File: config.mk
export PLATFORM = sky130hd
export DESIGN_NAME = laser_frame_sequencer_flat
export DESIGN_NICKNAME = d
export VERILOG_FILES = /design/src/rtl/laser_frame_sequencer_if.sv /design/src/rtl/laser_frame_sequencer.sv /design/src/flat_wrapper.sv
export SDC_FILE = /design/constraint.sdc
export NUM_CORES = 1
export LEC_CHECK = 0
export ABC_AREA = 1
export ABC_CLOCK_PERIOD_IN_PS = 1250
export CAP_MARGIN = 20
export CORE_UTILIZATION = 48
export DETAILED_ROUTE_END_ITERATION = 7
export HOLD_SLACK_MARGIN = 0.05
export PLACE_DENSITY_LB_ADDON = 0.15
export RECOVER_POWER = 50
export SLEW_MARGIN = 30
export SYNTH_ARGS = -nofsm -noshare
export SYNTH_HDL_FRONTEND = slang
export SYNTH_SLANG_ARGS = --single-unit
File: constraint.sdc
create_clock -name CLK -period 1.25 [get_ports CLK]
set_input_delay 0.375 -clock CLK [delete_from_list [all_inputs] [get_ports CLK]]
set_output_delay 0.375 -clock CLK [all_outputs]
set_load 0.01 [all_outputs]
File: src/rtl/laser_frame_sequencer_if.sv
// Laser frame sequencer bus: camera sync, run controls and laser enables.
// The master side drives V_SYNC/EN/CH_MASK; the sequencer is the slave.
interface laser_frame_sequencer_if #(
  parameter int N_CH = 2
);
  localparam int CW = (N_CH > 1) ? $clog2(N_CH) : 1;

  logic            V_SYNC;
  logic            EN;
  logic [N_CH-1:0] CH_MASK;
  logic [N_CH-1:0] SYNC;
  logic [CW-1:0]   CUR_CH;
  logic            FRAME_TICK;

  modport master (
    output V_SYNC, EN, CH_MASK,
    input  SYNC, CUR_CH, FRAME_TICK
  );

  modport slave (
    input  V_SYNC, EN, CH_MASK,
    output SYNC, CUR_CH, FRAME_TICK
  );
endinterface

File: src/rtl/laser_frame_sequencer.sv
// Steps a one-hot laser enable across masked channels on each camera frame.
// Optional all-off guard after every accepted V_SYNC rising edge.
module laser_frame_sequencer #(
  parameter int N_CH          = 2,
  parameter int FRAMES_PER_CH = 1,
  parameter int GUARD_CYCLES  = 0,
  parameter int SYNC_STAGES   = 2
) (
  input logic                   CLK,
  input logic                   RST_N,
  laser_frame_sequencer_if.slave bus
);
  localparam int CW = (N_CH > 1) ? $clog2(N_CH) : 1;
  localparam logic [7:0] FLAST = 8'(FRAMES_PER_CH - 1);
  localparam logic [15:0] GLOAD =
    (GUARD_CYCLES > 0) ? 16'(GUARD_CYCLES - 1) : 16'd0;
  localparam bit HAS_GUARD = (GUARD_CYCLES > 0);

  typedef enum logic [1:0] {IDLE, GUARD, ON} state_t;

  logic [SYNC_STAGES-1:0] sync_q;
  logic [SYNC_STAGES-1:0] fill_q;
  logic                   vs_prev_q;
  logic                   armed_q;
  logic                   vs_s;
  logic                   vs_edge;
  logic                   mask_any;

  state_t          state_q;
  logic [CW-1:0]   ch_q;
  logic [7:0]      fcnt_q;
  logic [15:0]     gcnt_q;
  logic [N_CH-1:0] las_q;
  logic            tick_q;

  logic [CW-1:0] low_ch;
  logic [CW-1:0] nxt_ch;
  logic [CW-1:0] ch_d;
  logic [7:0]    fcnt_d;
  logic          hit_lo;
  logic          hit_nx;

  function automatic logic [N_CH-1:0] oh(input logic [CW-1:0] c);
    oh = N_CH'(1) << c;
  endfunction

  assign vs_s     = sync_q[SYNC_STAGES-1];
  assign vs_edge  = armed_q & vs_s & ~vs_prev_q;
  assign mask_any = |bus.CH_MASK;

  // fill_q marks when vs_s holds a real sample, so a V_SYNC already
  // high at reset release cannot arm the detector through reset zeros.
  always_ff @(posedge CLK or negedge RST_N) begin
    if (!RST_N) begin
      sync_q    <= '0;
      fill_q    <= '0;
      vs_prev_q <= 1'b0;
      armed_q   <= 1'b0;
    end else begin
      sync_q    <= {sync_q[SYNC_STAGES-2:0], bus.V_SYNC};
      fill_q    <= {fill_q[SYNC_STAGES-2:0], 1'b1};
      vs_prev_q <= vs_s;
      if (fill_q[SYNC_STAGES-1] && !vs_s) armed_q <= 1'b1;
    end
  end

  always_comb begin
    low_ch = '0;
    hit_lo = 1'b0;
    for (int i = 0; i < N_CH; i++) begin
      if (!hit_lo && bus.CH_MASK[i]) begin
        low_ch = CW'(i);
        hit_lo = 1'b1;
      end
    end
  end

  // Next set bit above ch, then wrap; stays on ch if it is alone.
  always_comb begin
    nxt_ch = ch_q;
    hit_nx = 1'b0;
    for (int i = 0; i < N_CH; i++) begin
      if (!hit_nx && bus.CH_MASK[i] && i > int'(ch_q)) begin
        nxt_ch = CW'(i);
        hit_nx = 1'b1;
      end
    end
    for (int i = 0; i < N_CH; i++) begin
      if (!hit_nx && bus.CH_MASK[i] && i < int'(ch_q)) begin
        nxt_ch = CW'(i);
        hit_nx = 1'b1;
      end
    end
  end

  always_comb begin
    ch_d   = ch_q;
    fcnt_d = fcnt_q + 8'd1;
    if (state_q == IDLE) begin
      ch_d   = low_ch;
      fcnt_d = 8'd0;
    end else if (fcnt_q == FLAST) begin
      ch_d   = nxt_ch;
      fcnt_d = 8'd0;
    end
  end

  always_ff @(posedge CLK or negedge RST_N) begin
    if (!RST_N) begin
      state_q <= IDLE;
      ch_q    <= '0;
      fcnt_q  <= 8'd0;
      gcnt_q  <= 16'd0;
      las_q   <= '0;
      tick_q  <= 1'b0;
    end else begin
      tick_q <= 1'b0;
      if (!bus.EN || (vs_edge && !mask_any)) begin
        state_q <= IDLE;
        ch_q    <= '0;
        fcnt_q  <= 8'd0;
        gcnt_q  <= 16'd0;
        las_q   <= '0;
      end else if (vs_edge) begin
        tick_q <= 1'b1;
        ch_q   <= ch_d;
        fcnt_q <= fcnt_d;
        if (HAS_GUARD) begin
          state_q <= GUARD;
          gcnt_q  <= GLOAD;
          las_q   <= '0;
        end else begin
          state_q <= ON;
          las_q   <= oh(ch_d) & bus.CH_MASK;
        end
      end else begin
        unique case (state_q)
          IDLE: las_q <= '0;
          GUARD: begin
            if (gcnt_q == 16'd0) begin
              state_q <= ON;
              las_q   <= oh(ch_q) & bus.CH_MASK;
            end else begin
              gcnt_q <= gcnt_q - 16'd1;
            end
          end
          ON: las_q <= oh(ch_q) & bus.CH_MASK;
          default: state_q <= IDLE;
        endcase
      end
    end
  end

  assign bus.SYNC       = las_q;
  assign bus.CUR_CH     = ch_q;
  assign bus.FRAME_TICK = tick_q;
endmodule

File: src/flat_wrapper.sv
// flat-port wrapper written by rule: the top's interface ports become plain ports
module laser_frame_sequencer_flat 
#(
  parameter int N_CH          = 2,
  parameter int FRAMES_PER_CH = 1,
  parameter int GUARD_CYCLES  = 0,
  parameter int SYNC_STAGES   = 2
)
  (CLK, RST_N, bus_V_SYNC, bus_EN, bus_CH_MASK, bus_SYNC, bus_CUR_CH, bus_FRAME_TICK);
  laser_frame_sequencer_if #(.N_CH(N_CH)) bus_i ();
  input logic CLK;
  input logic RST_N;
  input wire logic [$bits(bus_i.V_SYNC)-1:0] bus_V_SYNC;
  input wire logic [$bits(bus_i.EN)-1:0] bus_EN;
  input wire logic [$bits(bus_i.CH_MASK)-1:0] bus_CH_MASK;
  output wire logic [$bits(bus_i.SYNC)-1:0] bus_SYNC;
  output wire logic [$bits(bus_i.CUR_CH)-1:0] bus_CUR_CH;
  output wire logic [$bits(bus_i.FRAME_TICK)-1:0] bus_FRAME_TICK;
  assign bus_i.V_SYNC = bus_V_SYNC;
  assign bus_i.EN = bus_EN;
  assign bus_i.CH_MASK = bus_CH_MASK;
  assign bus_SYNC = bus_i.SYNC;
  assign bus_CUR_CH = bus_i.CUR_CH;
  assign bus_FRAME_TICK = bus_i.FRAME_TICK;
  laser_frame_sequencer #(.N_CH(N_CH), .FRAMES_PER_CH(FRAMES_PER_CH), .GUARD_CYCLES(GUARD_CYCLES), .SYNC_STAGES(SYNC_STAGES)) u_core (.CLK(CLK), .RST_N(RST_N), .bus(bus_i));
endmodule
After elaboration in Yosys (flattened, before gate mapping)
Index checks and enable logic that the tools add are counted.

operators by class
  multiplexer cells = 27
  add/subtract/negate cells = 2
  shifts and indexed selects = 2
  eq/ne operators = 6
  magnitude comparators = 2
  reduce and logical (&&, ||, !) cells = 23
  bitwise gates (word level) = 5

operators with widths
  operator               count
  $mux 16                4
  $mux 8                 4
  $logic_not 16->1       1
  $sub 16x1->16 const B  1
  $mux 2                 6
  $mux 1                 11
  $add 8x1->8 const B    1
  $logic_not 8->1        1
  $logic_and 1x1->1      6
  $pmux 2 s3             1
  $logic_not 1->1        5
  $reduce_bool 5->1      1
  $and 2x2->2            2
  $ne 4x1->1 const B     1
  $pmux 2 s2             1
  $reduce_and 2->1       2
  $reduce_bool 2->1      2
  $reduce_or 2->1        2
  $shl 1x1->2 const A    2
  $ne 3x1->1 const B     1
  $reduce_and 3->1       1
  $and 1x1->1            2
  $eq 2x1->1 const B     1
  $eq 2x2->1 const B     1
  7 further kinds        7

storage, ports and cells
  output and inout port bits = 4
  input port bits = 6
  bits in registers = 36
  word-level logic and storage cells = 77

Depth between registers and ports, before layout
  word-level depth = 13
  depth in mapped cells = 10
  gate-level depth less buffers = 10

Worst setup path before layout
No wires, ideal clock.

  path kind = flip-flop to flip-flop
  start point = reg u_core.fcnt_q[0]
  end point = reg u_core.las_q[1] (netlist: u_core.bus.SYNC[1])
  setup time = 73 ps
  stages on the path, launching flop included = 11
  clock period less this slack = 1267 ps
  path buffers = 0
  required time = 1177 ps
  setup slack = -17 ps
  arrival = 1194 ps
  cell sequence = dfrtp_1 > inv_1 > ha_1 > nand2_2 > nor2_4 > nand2_4 > nand2_2 > nand2_2 > nand2_2 > nand3_2 > a21oi_2

between the ends
  word-level cells in the longest chain between the ends = 7

RTL lines
  element                   RTL line                      RTL
  start: declaration        laser_frame_sequencer.sv:31   logic [7:0] fcnt_q;
  start signal: assignment  laser_frame_sequencer.sv:127  fcnt_q <= fcnt_d;
  $logic_not 8->1           laser_frame_sequencer.sv:102  end else if (fcnt_q == FLAST) begin
  $mux 1                    laser_frame_sequencer.sv:102
  $mux 1                    laser_frame_sequencer.sv:99   if (state_q == IDLE) begin
  $shl 1x1->2               laser_frame_sequencer.sv:44   oh = N_CH'(1) << c;
  $and 2x2->2               laser_frame_sequencer.sv:134  las_q <= oh(ch_d) & bus.CH_MASK;
  $mux 2                    laser_frame_sequencer.sv:124  end else if (vs_edge) begin
  $mux 2                    laser_frame_sequencer.sv:118  if (!bus.EN || (vs_edge && !mask_any)) begin
  end signal: assignment    laser_frame_sequencer.sv:134
  end signal: assignment    laser_frame_sequencer.sv:142  las_q <= oh(ch_q) & bus.CH_MASK;
  end signal: assignment    laser_frame_sequencer.sv:147  ON: las_q <= oh(ch_q) & bus.CH_MASK;
  end: declaration          laser_frame_sequencer.sv:33   logic [N_CH-1:0] las_q;

No other way between the ends.
A chain may end at the register's enable or synchronous reset.

Final worst setup path
  start point = reg u_core.fcnt_q[0]
  end point = reg u_core.fcnt_q[4]

between the ends
  word-level cells in the longest chain between the ends = 5
  elaborated cells on any way between the ends = 6
  those cells by class = add/sub (1); mux (4); reduce/logical (1)

RTL lines
  element                                         RTL line
  $add 8x1->8 or $logic_not 8->1 (tied branches)  laser_frame_sequencer.sv:98, laser_frame_sequencer.sv:102
  $mux 8 (*)                                      laser_frame_sequencer.sv:102
  $mux 8 (*)                                      laser_frame_sequencer.sv:99
  $mux 8 (*)                                      laser_frame_sequencer.sv:124
  $mux 8 (*)                                      laser_frame_sequencer.sv:118

Every way passes the cells marked *; elsewhere a longest branch is shown, timed or not. The select of a mux whose other input is x is not followed.

==> results.tsv <==
stage	metric	value	unit
run_status	outcome	complete, but fails checks	
run_status	violations	setup timing	
global_routing	first_global_vias	642	
floorplanning	core	1783	um^2
synth	syn-num-nets	99	
critical_path	crit_chain	buf_4, ha_4, nand2_1, nor2_2, buf_4, xor2_1, o22ai_1	
synth	syn-cell-area	950.9	um^2
synth	synth.area.mux_share	0	%
detailed_routing	num_vias	700	
clock_tree	clockRootBuffer	clkbuf_4	
placement	port_buffers	9	
floorplanning	io_pins	10	
critical_path	start_kind	flop	
synth	synth-simple-area-share	25.00	%
pwr	power.density	829.5	nW/um^2
global_routing	overflow	0	
critical_path	critical-path-top-delay-family	flip-flops	
critical_path	critPathBufInv	2	
sta	fin_crit_sh	105.2	%
critical_path	cp_slowest_cell	dfrtp_1	
pwr	p_switching	243.3	uW
synth	yosysSeqAreaShare	50.00	%
final_layout	layout_common_cells	dfrtp_1, buf_4, inv_2, nand2_1, nand2_2	
detailed_routing	drcViolationCount	0	
synth	yosys_warnings	0	
sta	final-setup-viol-count	6	
job	drv_cap	0	
synth	synth_compound_area_share	10.13	%
floorplanning	dieArea	2163	um^2
final_layout	layout.nets	127	
critical_path	critical_path_class	flop to flop	
global_routing	grt_max_degree	20	
pwr	p_leak	0.5815	nW
pwr	comb_power_share	9.5	%
sta	fin_ws	-0.06494	ns
clock_tree	clk_path_buf_depth	2	
pwr	power.total	1.038	mW
detailed_routing	wl_per_cell	12.45	um
clock_tree	cts_buffers	3	
clock_tree	cts_tree	built	
sta	finalHoldViolations	0	
synth	ys_ff_latch	19	
clock_tree	path_clk_slew	0.10	ns
synth	yosys-top-cells-area	dfrtp_1, nand2_2, xor2_1	
placement	pre_cts_slack	-0.3637	ns
pwr	switching_share	23.44	%
global_routing	antenna_found_initial	0	
clock_tree	clock_sinks	19	
sta	rsz0062_at_grt	true	
worst_hold_path	hold_path.class	flop to flop	
sta	drv_slew	0	
pwr	seqPwrFrac	61.2	%
floorplanning	num_rows	15	
sta	fin_worst_skew	0.004441	ns
critical_path	timing.critical_path.mode_cell	buf_4	
final_layout	n_antenna_cell	0	
clock_tree	clock_latency	0.29	ns
placement	hpwlAfterDp	1204	um
final_layout	final_core_utilization	70.18	%
synth	yosysTopAreaCell	dfrtp_1	
critical_path	cp-end-kind	flop	
detailed_routing	drt-initial-drc-count	13	
clock_tree	h-tree-depth	1	
detailed_routing	ant_nets	0	
synth	syn_inst	91	
sta	timing.fmax	760.5	MHz
critical_path	arrival	1.50	ns
placement	place_congestion	0.8791	
synth	netlist.area_leader.share	50.00	%
final_layout	layout_commonest_cell	dfrtp_1	
detailed_routing	vias_per_cell	4.895	
sta	final_period_minus_worst_setup_slack	1.315	ns
global_routing	track_usage	19.79	%
critical_path	cp.required	1.44	ns
floorplanning	die_w	46.51	um
final_layout	synthToLayoutAreaGrowth	31.58	%
pwr	ir_drop	691.6	uV
pwr	power.internal	794.6	uW
final_layout	drive_above_1_share	50.00	%
global_routing	grt_pass1_wl	2829	um
synth	synth_xor_area_share	4.605	%
synth	synth_top_family_by_area	simple AND/OR/NAND/NOR gates	
floorplanning	start_util	53.33	%
floorplanning	die_h	46.51	um
synth	ys_types	27	
synth	syn_avg_cell_area	10.45	um^2
detailed_routing	drt-total-wl	1781	um
detailed_routing	firstDrtPassIters	4	
pwr	p_clk_share	29.3	%
critical_path	cp_max_fo	3	
synth	synth_fa_ha_area_share	2.632	%
critical_path	slowest_delay	0.39	ns
[logic make-up (layout without fill, tap and decap cells)]
kind of cell               Yosys count  count (layout)
xor gates and xnor gates             5               5
DFF                                 19              19
adders and majority gates            2               2
AOI/OAI and AO/OA                   14              14
and+or+nand+nor                     33              33
other                                1               1
buffers and inverters               17              44
[per-layer routing]
layer / GRT usage, % / routed length, um / share of wire (%)
met3: 5.882 / 64 / 3.6
met1: 23.53 / 776 / 44
met4: 10.59 / 38 / 2.1
met2: 31.67 / 902 / 51
met5: 0 / 0 / 0
[final timing paths]
check | startpoint | end | slack [ns] | cells past startpoint
setup / recovery | u_core.fcnt_q[0] | u_core.fcnt_q[4] | -0.06 | 7
hold / removal | u_core.fill_q[0] | u_core.fill_q[1] | 0.36 | 0
setup reg to reg | u_core.fcnt_q[0] | u_core.fcnt_q[4] | -0.06 | 7
hold reg to reg | u_core.fill_q[0] | u_core.fill_q[1] | 0.36 | 0
max in group asynchronous | RST_N | u_core.vs_prev_q | 0.36 | 2
min in group asynchronous | RST_N | u_core.fcnt_q[7] | 0.56 | 2
[cell type report]
class                      count  area [um^2]
fill                         133        531.8
sequential                    19        475.5
multi-input combinational     55        462.9
timing repair buffer          23        186.4
inverter                      17        68.82
tap                           25        31.28
clock buffer                   4        26.28
[cell usage after synthesis (all sizes together)]
master,n
nand4,1
inv,15
nor3,2
xor2,4
a21oi,1
or2,1
xnor2,1
clkinv,2
nand3b,1
dfrtp,19
nand3,8
nand2,17
a31oi,1
nor2,3
conb,1
o22ai,6
ha,2
o21ai,6
[state kept, by name (all words and copies together) (netlist names)]
name and flops:
u_core.armed_q 1, u_core.bus.CUR_CH 1, u_core.bus.FRAME_TICK 1, u_core.bus.SYNC 2, u_core.fcnt_q 8, u_core.fill_q 2
u_core.state_q 1, u_core.sync_q 2, u_core.vs_prev_q 1
[repair_timing]
action	in CTS	in global routing
setup buffers	3	2
endpoints found under the setup margin	15	11
hold buffers	0	0
pin swaps	7	8
gates resized for setup	25	7
[stage by stage]
step / std cells / hold slack (ns) / setup TNS (ns) / instance area, um^2
after floorplan: 91 / 0.07941 / 0 / 950.9
after global placement: 134 / 0.3322 / -3.585 / 1165
after detailed placement: 134 / 0.3412 / -3.952 / 1165
after CTS: 141 / 0.3649 / -0.2231 / 1230
after global routing: 143 / 0.3720 / -0.8048 / 1251
final: 143 / 0.3611 / -0.2211 / 1251
[power groups by stage]
stage | Clock [mW] | Combinational, mW | Sequential [mW]
4_1_cts | 0.316 | 0.102 | 0.636
5_1_grt | 0.357 | 0.108 | 0.637
3_5_place_dp | 0 | 0.106 | 0.648
6_report | 0.304 | 0.0985 | 0.636
2_1_floorplan | 0 | 0.0341 | 0.650
3_3_place_gp | 0 | 0.104 | 0.648
No activity file was read; power rests on OpenSTA's default activity.
